[config.mk]
export PLATFORM = sky130hd
export DESIGN_NAME = seq_multiplier_flat
export DESIGN_NICKNAME = d
export VERILOG_FILES = /design/src/rtl/seq_multiplier_if.sv /design/src/rtl/seq_multiplier.sv /design/src/flat_wrapper.sv
export SDC_FILE = /design/constraint.sdc
export NUM_CORES = 1
export LEC_CHECK = 0
export ABC_AREA = 1
export BUFFER_PORTS_ARGS = -buffer_cell sky130_fd_sc_hd__clkbuf_2
export CAP_MARGIN = 10
export CORE_MARGIN = 4
export CORE_UTILIZATION = 54
export DETAILED_ROUTE_END_ITERATION = 16
export GPL_TIMING_DRIVEN = 0
export MAX_ROUTING_LAYER = met4
export PLACE_DENSITY = 0.73
export SYNTH_ARGS = -nofsm -noshare
export SYNTH_HDL_FRONTEND = slang
export SYNTH_SLANG_ARGS = --single-unit
export TNS_END_PERCENT = 5
[constraint.sdc]
create_clock -name clk_100MHz -period 2.9 [get_ports clk_100MHz]
set_input_delay 0.435 -clock clk_100MHz [delete_from_list [all_inputs] [get_ports clk_100MHz]]
set_output_delay 0.435 -clock clk_100MHz [all_outputs]
set_load 0.02 [all_outputs]
[src/rtl/seq_multiplier_if.sv]
// seq_multiplier_if: request/result bundle for seq_multiplier
//   start       request, sampled only while the multiplier is idle
//   signed_mode 0 = unsigned operands, 1 = two's-complement operands
//   a_in, b_in  W-bit operands, sampled with start
//   busy        high from the capture edge through the done cycle
//   done        one-cycle completion pulse
//   product     2W-bit registered result, held until the next done
interface seq_multiplier_if #(parameter int W = 8);
    logic           start;
    logic           signed_mode;
    logic [W-1:0]   a_in;
    logic [W-1:0]   b_in;
    logic           busy;
    logic           done;
    logic [2*W-1:0] product;

    modport master (output start, signed_mode, a_in, b_in, input busy, done, product);
    modport slave  (input start, signed_mode, a_in, b_in, output busy, done, product);
endinterface

[src/rtl/seq_multiplier.sv]
// seq_multiplier: shift-and-add multiplier with early termination on the smaller magnitude
//   clk_100MHz  system clock, rising edge
//   reset       asynchronous active-high reset
//   bus         seq_multiplier_if slave: start/signed_mode/a_in/b_in in, busy/done/product out
module seq_multiplier #(
    parameter int W = 8
) (
    input logic             clk_100MHz,
    input logic             reset,
    seq_multiplier_if.slave bus
);
    typedef enum logic [1:0] {IDLE, RUN, DONE} state_t;

    state_t         state_q;
    logic [W-1:0]   m_q;
    logic [2*W-1:0] d_q;
    logic [2*W-1:0] acc_q;
    logic [2*W-1:0] product_q;
    logic           neg_q;
    logic           busy_q;
    logic           done_q;

    logic [W-1:0]   mag_a_d;
    logic [W-1:0]   mag_b_d;
    logic           neg_d;
    logic           a_smaller_d;

    // Negating the most negative value wraps back to 2^(W-1), which is the
    // correct magnitude when read as unsigned.
    always_comb begin
        mag_a_d     = (bus.signed_mode && bus.a_in[W-1]) ? -bus.a_in : bus.a_in;
        mag_b_d     = (bus.signed_mode && bus.b_in[W-1]) ? -bus.b_in : bus.b_in;
        neg_d       = bus.signed_mode & (bus.a_in[W-1] ^ bus.b_in[W-1]);
        a_smaller_d = mag_a_d < mag_b_d;
    end

    // The smaller magnitude drives the iteration count, so latency tracks its bit length.
    always_ff @(posedge clk_100MHz or posedge reset) begin
        if (reset) begin
            state_q   <= IDLE;
            m_q       <= '0;
            d_q       <= '0;
            acc_q     <= '0;
            product_q <= '0;
            neg_q     <= 1'b0;
            busy_q    <= 1'b0;
            done_q    <= 1'b0;
        end else begin
            case (state_q)
                IDLE: begin
                    if (bus.start) begin
                        m_q     <= a_smaller_d ? mag_a_d : mag_b_d;
                        d_q     <= {{W{1'b0}}, (a_smaller_d ? mag_b_d : mag_a_d)};
                        acc_q   <= '0;
                        neg_q   <= neg_d;
                        busy_q  <= 1'b1;
                        state_q <= RUN;
                    end
                end
                RUN: begin
                    if (m_q != '0) begin
                        acc_q <= acc_q + (m_q[0] ? d_q : '0);
                        d_q   <= d_q << 1;
                        m_q   <= m_q >> 1;
                    end else begin
                        product_q <= neg_q ? -acc_q : acc_q;
                        done_q    <= 1'b1;
                        state_q   <= DONE;
                    end
                end
                DONE: begin
                    done_q  <= 1'b0;
                    busy_q  <= 1'b0;
                    state_q <= IDLE;
                end
                default: state_q <= IDLE;
            endcase
        end
    end

    assign bus.busy    = busy_q;
    assign bus.done    = done_q;
    assign bus.product = product_q;
endmodule

[src/flat_wrapper.sv]
// flat-port wrapper written by rule: the top's interface ports become plain ports
module seq_multiplier_flat 
#(
    parameter int W = 8
)
  (clk_100MHz, reset, bus_start, bus_signed_mode, bus_a_in, bus_b_in, bus_busy, bus_done, bus_product);
  seq_multiplier_if #(.W(W)) bus_i ();
  input logic clk_100MHz;
  input logic reset;
  input wire logic [$bits(bus_i.start)-1:0] bus_start;
  input wire logic [$bits(bus_i.signed_mode)-1:0] bus_signed_mode;
  input wire logic [$bits(bus_i.a_in)-1:0] bus_a_in;
  input wire logic [$bits(bus_i.b_in)-1:0] bus_b_in;
  output wire logic [$bits(bus_i.busy)-1:0] bus_busy;
  output wire logic [$bits(bus_i.done)-1:0] bus_done;
  output wire logic [$bits(bus_i.product)-1:0] bus_product;
  assign bus_i.start = bus_start;
  assign bus_i.signed_mode = bus_signed_mode;
  assign bus_i.a_in = bus_a_in;
  assign bus_i.b_in = bus_b_in;
  assign bus_busy = bus_i.busy;
  assign bus_done = bus_i.done;
  assign bus_product = bus_i.product;
  seq_multiplier #(.W(W)) u_core (.clk_100MHz(clk_100MHz), .reset(reset), .bus(bus_i));
endmodule
==> run metrics <==
Cells after Synth 699; synthesis-to-finish area growth 12.58%; period utilization 89.17%; total core area 0.008175 sq mm; layout cell share with drive strength beyond 1 10.36%; dpl cell area 0.004872 sq mm; RSZ-0062 raised after global routing false; Initial DRT Pass Iterations 6; IO buf count 37; Root Buffer clkbuf_8; setup bufs post-CTS 0; CP Class input pin to flop; Max Cap Violations 0; Rel. slew slack 61.48%; I/O pin cnt 38; Final min period 2.586 ns; CTS Hold Bufs 0; Final Setup Violations 0; clock latency on the worst-skew pair 0.34 ns; worst clock skew 0.01022 ns; Routability Congestion 0.9425; TritonCTS clock tree yes; dpl ws -0.02862 ns; post-synthesis instance area 0.004536 sq mm; crit path max fanout 10; post-DP HPWL 8.986 mm; Num Clock Sinks 61; nets 794; synthesized area per cell 6.489 sq um; Final Hold Vio Count 0; Final Power 5.351 mW; status complete, no violations; DR WL/cell 13.16 microns; gr usage total 24.88%; initial antenna violation count 0; reg2reg start u_core.m_q[0]$_DFFE_PP0P_; post-cts resize count 0; Detailed Route Iter0 Violations 252; Vias/cell 5.190; Starting Density 55.48%; CP Capture Type flop; FILL cells 773; gr ovfl total 0; Die Y 99.65 microns; reg2reg end u_core.acc_q[12]$_DFFE_PP0P_; Die Wd 99.65 microns; non-filler cells, final 858; final wirelength 11.29 mm; max-slew violation count 0; Max clock buf depth 2; power per cell area 1048 mW/mm^2; critical path launch point type input pin; H-Tree Depth 3; actual slew at the worst max-slew pin 0.5717 ns; Ant. Diodes 0; Leak 2.983 nW; worst hold path type input pin to asynchronous set/reset pin; YS warnings 0; peak supply drop 0.4263 mV; register-to-register setup slack 0.53 ns; TritonCTS buffer count 9; Max Freq 386.7 MHz; Final Cell Area 0.005106 sq mm; die area 0.009929 sq mm; CTS clock-pin slew for the worst setup and hold paths 0.08 ns; first-pass GRT wire length 19.15 mm; antenna viol nets, final 0; sequential area share after synthesis 33.66%; Cell variety after synth 34; Cells after DPL 842; syn_nets 745; worst setup margin 0.3140 ns; Util after Layout 62.46%; vias in the first global route 4193; Req. time, crit path 3.13 ns; Critical Path AT 2.81 ns; FP Rows 33; vias 4453; cells on worst reg2reg path 13; largest net degree at the start of global routing 37; # DRC 0; post-synthesis register bit count 61
## power by group
part / internal [mW] / switching, mW / total (mW) / leakage, nW
logic: 0.997 / 1.89 / 2.89 / 2.11
registers: 1.23 / 0.331 / 1.56 / 0.764
clock network: 0.531 / 0.367 / 0.898 / 0.108
## stage by stage
stage	TNS, ns	hold slack [ns]
finish	0	0.1287
detailed placement	-0.07548	0.4675
global placement	-0.02133	0.4649
global route	0	0.1709
CTS	0	0.1375
floorplan	0	0.4534
## placed cells by master (no fill, tap or decap), types with 2 or more instances in the layout
cell type	n
a21oi_1	19
nor2_1	34
nand4_1	2
o21ai_0	21
dfrtp_1	61
inv_2	3
clkbuf_2	37
xor2_1	10
clkbuf_1	3
nand2_2	2
buf_2	7
nand2_4	2
inv_1	112
nor3_1	6
bufinv_16	2
ha_1	25
o22ai_1	10
nand3_1	75
clkinvlp_4	3
o21ai_1	10
buf_6	2
buf_1	2
buf_4	2
xnor2_1	3
nand3b_1	5
nand2_1	272
clkbuf_8	11
## sequential cells by signal (all words and copies together) (netlist names)
register            flops
u_core.acc_q           16
u_core.bus.busy         1
u_core.bus.done         1
u_core.bus.product     16
u_core.d_q             16
u_core.m_q              8
u_core.neg_q            1
u_core.state_q          2
## synthesized netlist by cell type, drive strengths merged
| cell type | n | share of area [%] |
|---|---|---|
| nor3 | 7 | 1.0 |
| xnor2 | 3 | 0.58 |
| o22a | 1 | 0.19 |
| buf | 13 | 1.8 |
| inv | 116 | 9.7 |
| clkbuf | 3 | 0.25 |
| o22ai | 10 | 1.4 |
| dfrtp | 61 | 34 |
| a31oi | 1 | 0.14 |
| a21oi | 19 | 2.1 |
| o21ai | 31 | 3.4 |
| ha | 25 | 6.9 |
| or2 | 1 | 0.14 |
| xor2 | 10 | 1.9 |
| and3 | 1 | 0.14 |
| fa | 1 | 0.44 |
| nor2 | 36 | 3.2 |
| nand2 | 276 | 23 |
| o31ai | 1 | 0.17 |
| nand3b | 5 | 0.83 |
| nand4 | 3 | 0.55 |
| nand3 | 75 | 8.3 |
## worst max-delay path, stage by stage
cell and delay, ns:
clkbuf_2 0.07, inv_1 0.11, ha_1 0.26, or2_2 0.31
xor2_1 0.31, inv_1 0.08, ha_1 0.28, nand2_1 0.05
inv_1 0.05, nand2_1 0.05, nand2_1 0.08, nand2_2 0.12
nand2_2 0.15, buf_2 0.22, nand2_1 0.07, nand3_1 0.10
nand2_1 0.06
## layer usage
metal / up-vias / GRT usage, % / share of wire [%]
met5: - / - / 0
met1: 2026 / 31.00 / 45
met3: 17 / 4.208 / 5.7
li1: 2281 / - / -
met2: 129 / 41.58 / 48
met4: 0 / 7.353 / 1.5
## area by class of cell
type	instances	area, sq um	share of cell area (%)
timing repair buffer	38	205.2	4.019
sequential	61	1526	29.89
multi-input combinational	506	2480	48.57
clock buffer	11	151.4	2.965
inverter	116	437.9	8.576
tap	105	131.4	2.573
clock inverter	5	82.58	1.617
buffer	16	91.34	1.789
## kinds of logic after synthesis
logic type | after synthesis | share of synthesized area, %
adder cells (fa/ha/maj) | 26 | 7.338
XOR/XNOR | 13 | 2.510
flip-flops | 61 | 33.66
AND/OR/NAND/NOR | 404 | 37.43
AO/OA/AOI/OAI | 63 | 7.393
buffers and inverters | 132 | 11.67
## worst max-delay path by stage
stage | cells after the start | from | end | slack (ns)
after CTS | 17 | bus_a_in[0] | u_core.m_q[3]$_DFFE_PP0P_ | 0.33
after global routing | 17 | bus_a_in[0] | u_core.d_q[4]$_DFFE_PP0P_ | 0.11
final | 17 | bus_a_in[0] | u_core.m_q[3]$_DFFE_PP0P_ | 0.31
after global placement | 16 | bus_a_in[0] | u_core.m_q[3]$_DFFE_PP0P_ | -0.02
after floorplan | 16 | bus_a_in[0] | u_core.m_q[1]$_DFFE_PP0P_ | 0.51
after detailed placement | 17 | bus_a_in[0] | u_core.d_q[4]$_DFFE_PP0P_ | -0.03
Note: power is estimated with default switching activity, not from simulation.
